**src/rtl/master_wrapper.sv**
```systemverilog
// master_wrapper
//   Bus initiator that bridges a single-outstanding CPU memory port onto the
//   shared AHB-style system bus. Each CPU request is latched, bus ownership is
//   requested, then one address phase and one data phase are driven. The
//   block waits for HReady (or a timeout) and returns a one-cycle completion
//   pulse with an error flag and read data.
//
// Ports
//   clk, rst          : clock, synchronous active-low reset
//   cpu_req/write/addr/wdata : CPU request, sampled only in IDLE
//   cpu_rdata/done/error/busy : CPU response and status
//   HBusReq / HGrant  : arbiter handshake
//   HAddress, HWrite, HTrans, HWrite_data : address and data phase outputs
//   HRead_data, HReady, HResp : slave response
module master_wrapper #(
  parameter int unsigned TIMEOUT = 16
) (
  input  logic        clk,
  input  logic        rst,
  input  logic        cpu_req,
  input  logic        cpu_write,
  input  logic [31:0] cpu_addr,
  input  logic [31:0] cpu_wdata,
  output logic [31:0] cpu_rdata,
  output logic        cpu_done,
  output logic        cpu_error,
  output logic        cpu_busy,
  output logic        HBusReq,
  input  logic        HGrant,
  output logic [31:0] HAddress,
  output logic        HWrite,
  output logic [1:0]  HTrans,
  output logic [31:0] HWrite_data,
  input  logic [31:0] HRead_data,
  input  logic        HReady,
  input  logic [1:0]  HResp
);

  typedef enum logic [2:0] {S_IDLE, S_REQ, S_ADDR, S_DATA, S_RESP} state_e;

  localparam logic [7:0] TO_LAST = 8'(TIMEOUT - 1);

  state_e      state_q, state_d;
  logic        write_q, write_d;
  logic [31:0] addr_q,  addr_d;
  logic [31:0] wdata_q, wdata_d;
  logic [31:0] rdata_q, rdata_d;
  logic        err_q,   err_d;
  logic [7:0]  cnt_q,   cnt_d;

  // Only HResp[0] carries meaning; the other bit is deliberately ignored.
  logic unused_resp;
  assign unused_resp = HResp[1];

  always_comb begin
    state_d = state_q;
    write_d = write_q;
    addr_d  = addr_q;
    wdata_d = wdata_q;
    rdata_d = rdata_q;
    err_d   = err_q;
    cnt_d   = cnt_q;
    case (state_q)
      S_IDLE: begin
        if (cpu_req) begin
          write_d = cpu_write;
          addr_d  = cpu_addr;
          wdata_d = cpu_wdata;
          state_d = S_REQ;
        end
      end
      S_REQ: begin
        if (HGrant) state_d = S_ADDR;
      end
      S_ADDR: begin
        cnt_d   = '0;
        state_d = S_DATA;
      end
      S_DATA: begin
        if (HReady) begin
          if (!write_q) rdata_d = HRead_data;
          err_d   = HResp[0];
          state_d = S_RESP;
        end else if (cnt_q == TO_LAST) begin
          err_d   = 1'b1;
          state_d = S_RESP;
        end else if (cnt_q != 8'hFF) begin
          cnt_d = cnt_q + 8'd1;
        end
      end
      S_RESP: begin
        state_d = S_IDLE;
      end
      default: state_d = S_IDLE;
    endcase
  end

  always_ff @(posedge clk) begin
    if (!rst) begin
      state_q <= S_IDLE;
      write_q <= 1'b0;
      addr_q  <= '0;
      wdata_q <= '0;
      rdata_q <= '0;
      err_q   <= 1'b0;
      cnt_q   <= '0;
    end else begin
      state_q <= state_d;
      write_q <= write_d;
      addr_q  <= addr_d;
      wdata_q <= wdata_d;
      rdata_q <= rdata_d;
      err_q   <= err_d;
      cnt_q   <= cnt_d;
    end
  end

  // Bus outputs come straight from the latched request registers, so they
  // never follow the CPU inputs while a transfer is in flight.
  assign HAddress    = addr_q;
  assign HWrite      = write_q;
  assign HWrite_data = wdata_q;
  assign HTrans      = (state_q == S_ADDR) ? 2'b10 : 2'b00;
  assign HBusReq     = (state_q == S_REQ) || (state_q == S_ADDR) || (state_q == S_DATA);
  assign cpu_busy    = (state_q != S_IDLE);
  assign cpu_done    = (state_q == S_RESP);
  assign cpu_error   = (state_q == S_RESP) && err_q;
  assign cpu_rdata   = rdata_q;

endmodule

```
**config.mk**
```make
export PLATFORM = sky130hd
export DESIGN_NAME = master_wrapper
export DESIGN_NICKNAME = d
export VERILOG_FILES = /design/src/rtl/master_wrapper.sv
export SDC_FILE = /design/constraint.sdc
export NUM_CORES = 1
export LEC_CHECK = 0
export ABC_AREA = 1
export BUFFER_PORTS_ARGS = -buffer_cell sky130_fd_sc_hd__buf_2
export CORE_MARGIN = 5
export CORE_UTILIZATION = 46
export CTS_BUF_LIST = sky130_fd_sc_hd__clkbuf_16
export DETAILED_ROUTE_END_ITERATION = 10
export PLACE_DENSITY = 0.82
export RECOVER_POWER = 100
export SYNTH_ARGS = -nofsm -noshare
export SYNTH_HDL_FRONTEND = slang
export SYNTH_SLANG_ARGS = --single-unit
```
**constraint.sdc**
```tcl
create_clock -name clk -period 1.7 [get_ports clk]
set_input_delay 0.085 -clock clk [delete_from_list [all_inputs] [get_ports clk]]
set_output_delay 0.085 -clock clk [all_outputs]
set_load 0.03 [all_outputs]
```
==> impl_results.rst, run 1 <==
.. list-table::
   :header-rows: 1

   * - Metric
     - Value
   * - Drt first pass iters
     - 4
   * - Via count of the first global-routing pass
     - 3835
   * - Synth top area share
     - 0.5122
   * - Syn Nets
     - 658
   * - Starting Density
     - 0.4655
   * - Count of clock tree sinks
     - 109
   * - Global-route wire length before repair
     - 17520 um
   * - Result of the run
     - finished clean
   * - Element type at the critical path start
     - register
   * - Critical Path Fanout Max
     - 5
   * - Power density over the cells
     - 1104 nW/um^2
   * - Number of buffers inserted to repair setup after CTS
     - 0
   * - Cell row count
     - 35
   * - Die Y-Extent
     - 106.2 um
   * - Half-perimeter wire length of the detailed placement result
     - 8332 um
   * - Total via count in the routed design
     - 4115
   * - Clock Root Buffer
     - sky130_fd_sc_hd__clkbuf_16
   * - Number of levels the H-tree was split into
     - 3
   * - Cell type with the highest aggregate area in the netlist
     - sky130_fd_sc_hd__dfxtp_1
   * - Input/output buffers
     - 204
   * - Standby leakage power
     - 2.349 nW
   * - Final critical delay including setup and external delays
     - 1.565 ns
   * - Final Net Count
     - 851
   * - Register-to-register setup slack
     - 0.17 ns
   * - Number of distinct library cells after synthesis
     - 32
   * - Number of antenna repair diodes
     - 0
   * - Maxcap violations
     - 0
   * - Width of the die
     - 106.2 um
   * - Category of the most critical setup path
     - reg -> out
   * - Maximum vdd drop
     - 0.0006316 V
   * - Clock tree from TritonCTS
     - yes
   * - Initial antenna violation count
     - 0
   * - Remaining design rule violation count
     - 0
   * - Clock buffer depth
     - 2
   * - Highest clock frequency the design can meet
     - 639.0 MHz
   * - Crit path required time
     - 1.62 ns
   * - Final antenna-violating net count
     - 0
   * - Power, Total
     - 6.114 mW
   * - Floorplan Core Area
     - 9153 sq um
   * - Endpoint type of the worst setup path
     - output pin
   * - Ratio of routed vias to standard cells
     - 4.774
   * - Number of fill cells
     - 847
   * - Minimum hold slack
     - 0.007625 ns
   * - Clock slew at reported path FFs
     - 0.08 ns
   * - Avg Inst Size Synth
     - 7.704 sq um
   * - Final hold violation count
     - 0
   * - Setup skew after layout
     - 0.009805 ns
   * - Share of the clock period used by the worst path
     - 0.9205
   * - Accumulated negative setup slack
     - 0 ns
   * - Count of yosys warnings during synthesis
     - 0
   * - Die outline area
     - 11290 sq um
   * - Data arrival time at the worst-slack endpoint
     - 1.48 ns
   * - Fraction of layout cells with a size suffix above 1
     - 0.1864
   * - Post-synthesis instance total
     - 553
   * - Gpl congestion
     - 0.8796
   * - Clock network latency to the later pin of the worst-skew pair
     - 0.33 ns
   * - Wire length after detailed routing
     - 11110 um
   * - Number of max-slew violations in the final report
     - 0
   * - Main area contributors after synthesis
     - sky130_fd_sc_hd__dfxtp_1 (51%), sky130_fd_sc_hd__o21ai_0 (11%), sky130_fd_sc_hd__a21oi_1 (8.3%)
   * - Io pins
     - 207
   * - Part of the Yosys area used for sequential elements
     - 0.5122
   * - Number of setup violations in the final report
     - 0
   * - Netlist Area Pre-Place
     - 4260 sq um
   * - Number of DRC violations after detailed-routing iteration 0
     - 175
   * - Kind of path behind the tightest hold check
     - in -> reg
   * - Routed length per instance
     - 12.88 um
   * - Clock buffers created by TritonCTS
     - 9
   * - Maximum number of pins on one net before global-route repair
     - 106
   * - Number of synthesized register bits
     - 109
   * - Aggregate global routing overflow
     - 0
   * - GRT Util Overall
     - 0.1872
   * - Setup repair after global routing missed its margin
     - false
   * - Area delta synth->final
     - 29.99%
-- cells in the final DEF (no fill, tap or decap), drive strengths merged, types with 2 or more instances in the layout --
master and instances:
clkinv 5, dfxtp 109, o21bai 3, buf 108
a21oi 71, dlygate4sd3 5, nand3 15, clkbuf 111
nor3 2, inv 89, nand4 3, o21ai 98
nor2 85, nand2 41
-- worst paths after layout --
path	startpoint	to	cells after the start
worst min-delay path	HRead_data[7]	cpu_rdata[7]$_SDFFE_PN0P_	3
worst min register to register	HWrite_data[28]$_SDFFE_PN0P_	HWrite_data[28]$_SDFFE_PN0P_	2
worst max register to register	state_q[1]$_SDFFE_PN0P_	cpu_rdata[20]$_SDFFE_PN0P_	8
worst max-delay path	state_q[1]$_SDFFE_PN0P_	HBusReq	7
-- area by class of cell --
| type | count | area, sq um | area share |
|---|---|---|---|
| Timing Repair Buffer | 215 | 1015 | 0.1832 |
| Sequential cell | 109 | 2183 | 0.3943 |
| Clock buffer | 9 | 225.2 | 0.04067 |
| Multi-Input combinational cell | 323 | 1560 | 0.2817 |
| Clock inverter | 7 | 75.07 | 0.01356 |
| Inverter | 88 | 340.3 | 0.06145 |
| Tap cell | 111 | 138.9 | 0.02508 |
-- through the flow --
| step | util | std cells | instance area, sq um | setup slack [ns] |
|---|---|---|---|---|
| after floorplan | - | 553 | 4260 | 0.1880 |
| after global placement | 0.5813 | 841 | 5320 | 0.2323 |
| after detailed placement | 0.5813 | 841 | 5320 | 0.1574 |
| after CTS | 0.6195 | 862 | 5670 | 0.05924 |
| after global routing | 0.6051 | 862 | 5538 | 0.01980 |
| final | 0.6051 | 862 | 5538 | 0.1351 |
-- registers in the layout, indices dropped and copies added (netlist names) --
name,cells
HWrite_data,32
state_q,3
err_q,1
HAddress,32
cpu_rdata,32
cnt_q,8
HWrite,1
-- Yosys cell counts --
cell type                  instances
sky130_fd_sc_hd__inv_8             1
sky130_fd_sc_hd__o211ai_1          1
sky130_fd_sc_hd__buf_2             7
sky130_fd_sc_hd__conb_1            1
sky130_fd_sc_hd__o21bai_2          1
sky130_fd_sc_hd__o21ai_0          93
sky130_fd_sc_hd__nor2_4            2
sky130_fd_sc_hd__a21oi_1          71
sky130_fd_sc_hd__clkbuf_2          6
sky130_fd_sc_hd__buf_4             3
sky130_fd_sc_hd__o21ai_1           5
sky130_fd_sc_hd__clkbuf_1         14
sky130_fd_sc_hd__nand2_1          36
sky130_fd_sc_hd__nand2_2           1
sky130_fd_sc_hd__nand3_2           1
sky130_fd_sc_hd__buf_8             1
sky130_fd_sc_hd__buf_6             2
sky130_fd_sc_hd__o21bai_1          2
sky130_fd_sc_hd__nor3_1            2
sky130_fd_sc_hd__inv_1            85
sky130_fd_sc_hd__inv_4             1
sky130_fd_sc_hd__nand3_4           1
sky130_fd_sc_hd__o22ai_1           1
sky130_fd_sc_hd__nand3_1          13
sky130_fd_sc_hd__inv_2             1
sky130_fd_sc_hd__nor2_2            4
sky130_fd_sc_hd__dfxtp_1         109
sky130_fd_sc_hd__nand4_1           3
sky130_fd_sc_hd__nor2_1           79
sky130_fd_sc_hd__nand2_4           4
sky130_fd_sc_hd__nor4_1            1
sky130_fd_sc_hd__ha_1              1
-- power by group --
part / switching (mW) / internal (mW)
combinational: 0.833 / 0.337
clock: 0.939 / 1.15
sequential: 0.105 / 2.75
total: 1.88 / 4.24
-- cell families after synthesis --
family	after synthesis	synth area share
AO/OA/AOI/OAI	174	0.2079
adder cells (fa/ha/maj)	1	0.002936
buffers and inverters	121	0.1216
flip-flops	109	0.5122
other	1	0.0008802
AND/OR/NAND/NOR	147	0.1545
-- timing repair --
item / in CTS / in global routing
setup endpoints to repair: 0 / 1
hold buffers: 5 / 0
hold endpoints to repair: 5 / 0
gates resized for setup: 0 / 1
-- worst max-delay path: stages, from the launching register on --
cell and delay, ns:
sky130_fd_sc_hd__dfxtp_1 0.36, sky130_fd_sc_hd__inv_2 0.10, sky130_fd_sc_hd__nor2_4 0.12, sky130_fd_sc_hd__nand2_1 0.16, sky130_fd_sc_hd__nand2_1 0.09, sky130_fd_sc_hd__inv_1 0.05, sky130_fd_sc_hd__nand2_1 0.06, sky130_fd_sc_hd__clkbuf_2 0.21
-- layer usage --
layer  part of all wire  track usage
met4             0.0082      0.04810
met3               0.10      0.07468
met1               0.41       0.2127
met2               0.48       0.3267
met5                  0            0
(Power assumes the default switching activity.)
==> run 2: changes to the inputs <==
- BUFFER_PORTS_ARGS: -buffer_cell sky130_fd_sc_hd__buf_2 -> -buffer_cell sky130_fd_sc_hd__buf_4
- CORE_ASPECT_RATIO: unset -> 1.5
==> run 2 against run 1 <==
  * Clock skew about the same
  * Sequential share of layout area decreased by 2.5 points
  * Final cell count increased by 1.5%
  * Largest power group unchanged
==> impl_results.rst, run 2 (synthesis results as in run 1) <==
.. list-table::
   :header-rows: 1

   * - Metric
     - Value
   * - Most frequent cells in the layout
     - sky130_fd_sc_hd__dfxtp_1 (107), sky130_fd_sc_hd__buf_4 (106), sky130_fd_sc_hd__clkbuf_1 (100)
   * - Setup repair after global routing missed its margin
     - false
   * - Number of levels the H-tree was split into
     - 3
   * - Gpl congestion
     - 0.9252
   * - Final Net Count
     - 863
   * - Fraction of layout cells with a size suffix above 1
     - 0.1913
   * - Register Area
     - 2185 sq um
   * - Final antenna-violating net count
     - 0
   * - Standby leakage power
     - 2.497 nW
   * - Power density over the cells
     - 1031 nW/um^2
   * - Final core utilization
     - 0.6473
   * - Maximum number of pins on one net before global-route repair
     - 71
   * - Ratio of routed vias to standard cells
     - 4.909
   * - Routed length per instance
     - 13.97 um
   * - Aggregate global routing overflow
     - 0
   * - Clock buffers created by TritonCTS
     - 9
   * - Count of clock tree sinks
     - 109
   * - Setup skew after layout
     - 0.01004 ns
   * - Element type at the critical path start
     - register
   * - Power, Total
     - 6.105 mW
   * - CP bufs+invs
     - 4
   * - Via count of the first global-routing pass
     - 4224
   * - Global-route wire length before repair
     - 19820 um
   * - Number of buffers inserted to repair setup after CTS
     - 0
   * - Accumulated negative setup slack
     - 0 ns
   * - Maximum vdd drop
     - 0.0007068 V
   * - Share of the clock period used by the worst path
     - 0.8944
   * - Critical Path Fanout Max
     - 6
   * - Area of combinational cells with multiple inputs
     - 1573 sq um
   * - Cells along the critical path
     - buf_4 > inv_1 > nand2_1 > nand2_1 > inv_1 > nand2_1 > buf_4
   * - Initial antenna violation count
     - 0
   * - Clock slew at reported path FFs
     - 0.07 ns
   * - Number of DRC violations after detailed-routing iteration 0
     - 152
   * - Floorplan Core Area
     - 9146 sq um
   * - Remaining design rule violation count
     - 0
   * - Die Y-Extent
     - 127.9 um
   * - Maxcap violations
     - 0
   * - Number of max-slew violations in the final report
     - 0
   * - Cell row count
     - 43
   * - Longest individual stage delay on the worst path
     - 0.38 ns
   * - Wire length after detailed routing
     - 12220 um
   * - Master of the slowest instance on the critical path
     - sky130_fd_sc_hd__dfxtp_2
   * - Starting Density
     - 0.4658
   * - Data arrival time at the worst-slack endpoint
     - 1.44 ns
   * - Final critical delay including setup and external delays
     - 1.520 ns
   * - Clock buffer depth
     - 2
   * - Category of cells accounting for the largest share of critical-path delay
     - buffers and inverters
   * - Total via count in the routed design
     - 4295
   * - Area delta synth->final
     - 38.97%
   * - Input/output buffers
     - 204
   * - Half-perimeter wire length of the detailed placement result
     - 9033 um
   * - Endpoint type of the worst setup path
     - output pin
   * - Io pins
     - 207
   * - Result of the run
     - finished clean
   * - GRT Util Overall
     - 0.2204
   * - Width of the die
     - 88.58 um
   * - Kind of path behind the tightest hold check
     - in -> reg
   * - Highest clock frequency the design can meet
     - 657.7 MHz
   * - Number of fill cells
     - 809
   * - Number of antenna repair diodes
     - 0
   * - Final hold violation count
     - 0
   * - Category of the most critical setup path
     - reg -> out
   * - Most numerous cell on the critical path
     - sky130_fd_sc_hd__nand2_1
   * - Most common cell after layout, fill and taps aside
     - sky130_fd_sc_hd__dfxtp_1
   * - Clock Root Buffer
     - sky130_fd_sc_hd__clkbuf_16
   * - Drt first pass iters
     - 4
   * - Number of setup violations in the final report
     - 0
   * - Die outline area
     - 11330 sq um
   * - Crit path required time
     - 1.62 ns
   * - Clock network latency to the later pin of the worst-skew pair
     - 0.34 ns
   * - Clock tree from TritonCTS
     - yes
==> run 2: cell types whose count changed in the layout (fill, tap and decap cells not counted), moves of 2 or more <==
cell	previous run	this run
sky130_fd_sc_hd__nor2_4	1	3
sky130_fd_sc_hd__clkinv_2	0	2
sky130_fd_sc_hd__buf_4	4	106
sky130_fd_sc_hd__inv_6	0	2
sky130_fd_sc_hd__clkinv_1	2	0
sky130_fd_sc_hd__buf_2	102	0
sky130_fd_sc_hd__dlygate4sd3_1	5	16
==> run 2: tightest hold or removal path: stages <==
cell	delay, ns
sky130_fd_sc_hd__buf_4	0.08
sky130_fd_sc_hd__o21ai_0	0.07
sky130_fd_sc_hd__nor2_1	0.08
==> run 2: layer usage <==
layer	share of wire	GRT usage
met4	0.032	0.09964
met1	0.35	0.2410
met5	0	0
met3	0.089	0.06688
met2	0.52	0.3834
==> run 2: final cells by class <==
type | count | area share
Tap cell | 112 | 0.02367
Inverter | 88 | 0.05748
Clock inverter | 7 | 0.009510
Multi-Input combinational cell | 323 | 0.2656
Timing Repair Buffer | 227 | 0.2367
Clock buffer | 9 | 0.03804
Sequential cell | 109 | 0.3690
==> run 2: timing repair <==
action	4_1_cts	5_1_grt
hold buffers	15	1
resized for setup	0	3
hold endpoints to repair	15	1
setup endpoints to repair	0	5
==> run 2: stage by stage <==
step	setup WS, ns	instance area [sq um]	hold WS (ns)	instances
after floorplan	0.1880	4260	0.2317	553
after global placement	0.2339	5852	0.3244	843
after detailed placement	0.2064	5852	0.3321	843
after CTS	0.07916	6284	0.0003357	874
after global routing	0.01354	5921	0.01233	875
final	0.1796	5921	0.003603	875
==> run 2: report_power, final <==
part           switching [mW]  internal [mW]  total [mW]  leakage (nW)
registers               0.102           2.75        2.85         0.894
clock network           0.964           1.02        1.98         0.142
logic                   0.848          0.430        1.28          1.46
total                    1.91           4.19        6.11          2.50
==> run 2: final timing paths <==
path                                                   from  depth (start not counted)                          end  slack, ns
worst max-delay path                state_q[0]$_SDFFE_PN0P_                          7                      HBusReq       0.18
worst min-delay path                          HRead_data[0]                          3    cpu_rdata[0]$_SDFFE_PN0P_      0.004
worst max register to register        cnt_q[0]$_SDFFE_PN0P_                          7        cnt_q[1]$_SDFFE_PN0P_       0.18
worst min register to register  HWrite_data[3]$_SDFFE_PN0P_                          2  HWrite_data[3]$_SDFFE_PN0P_       0.44
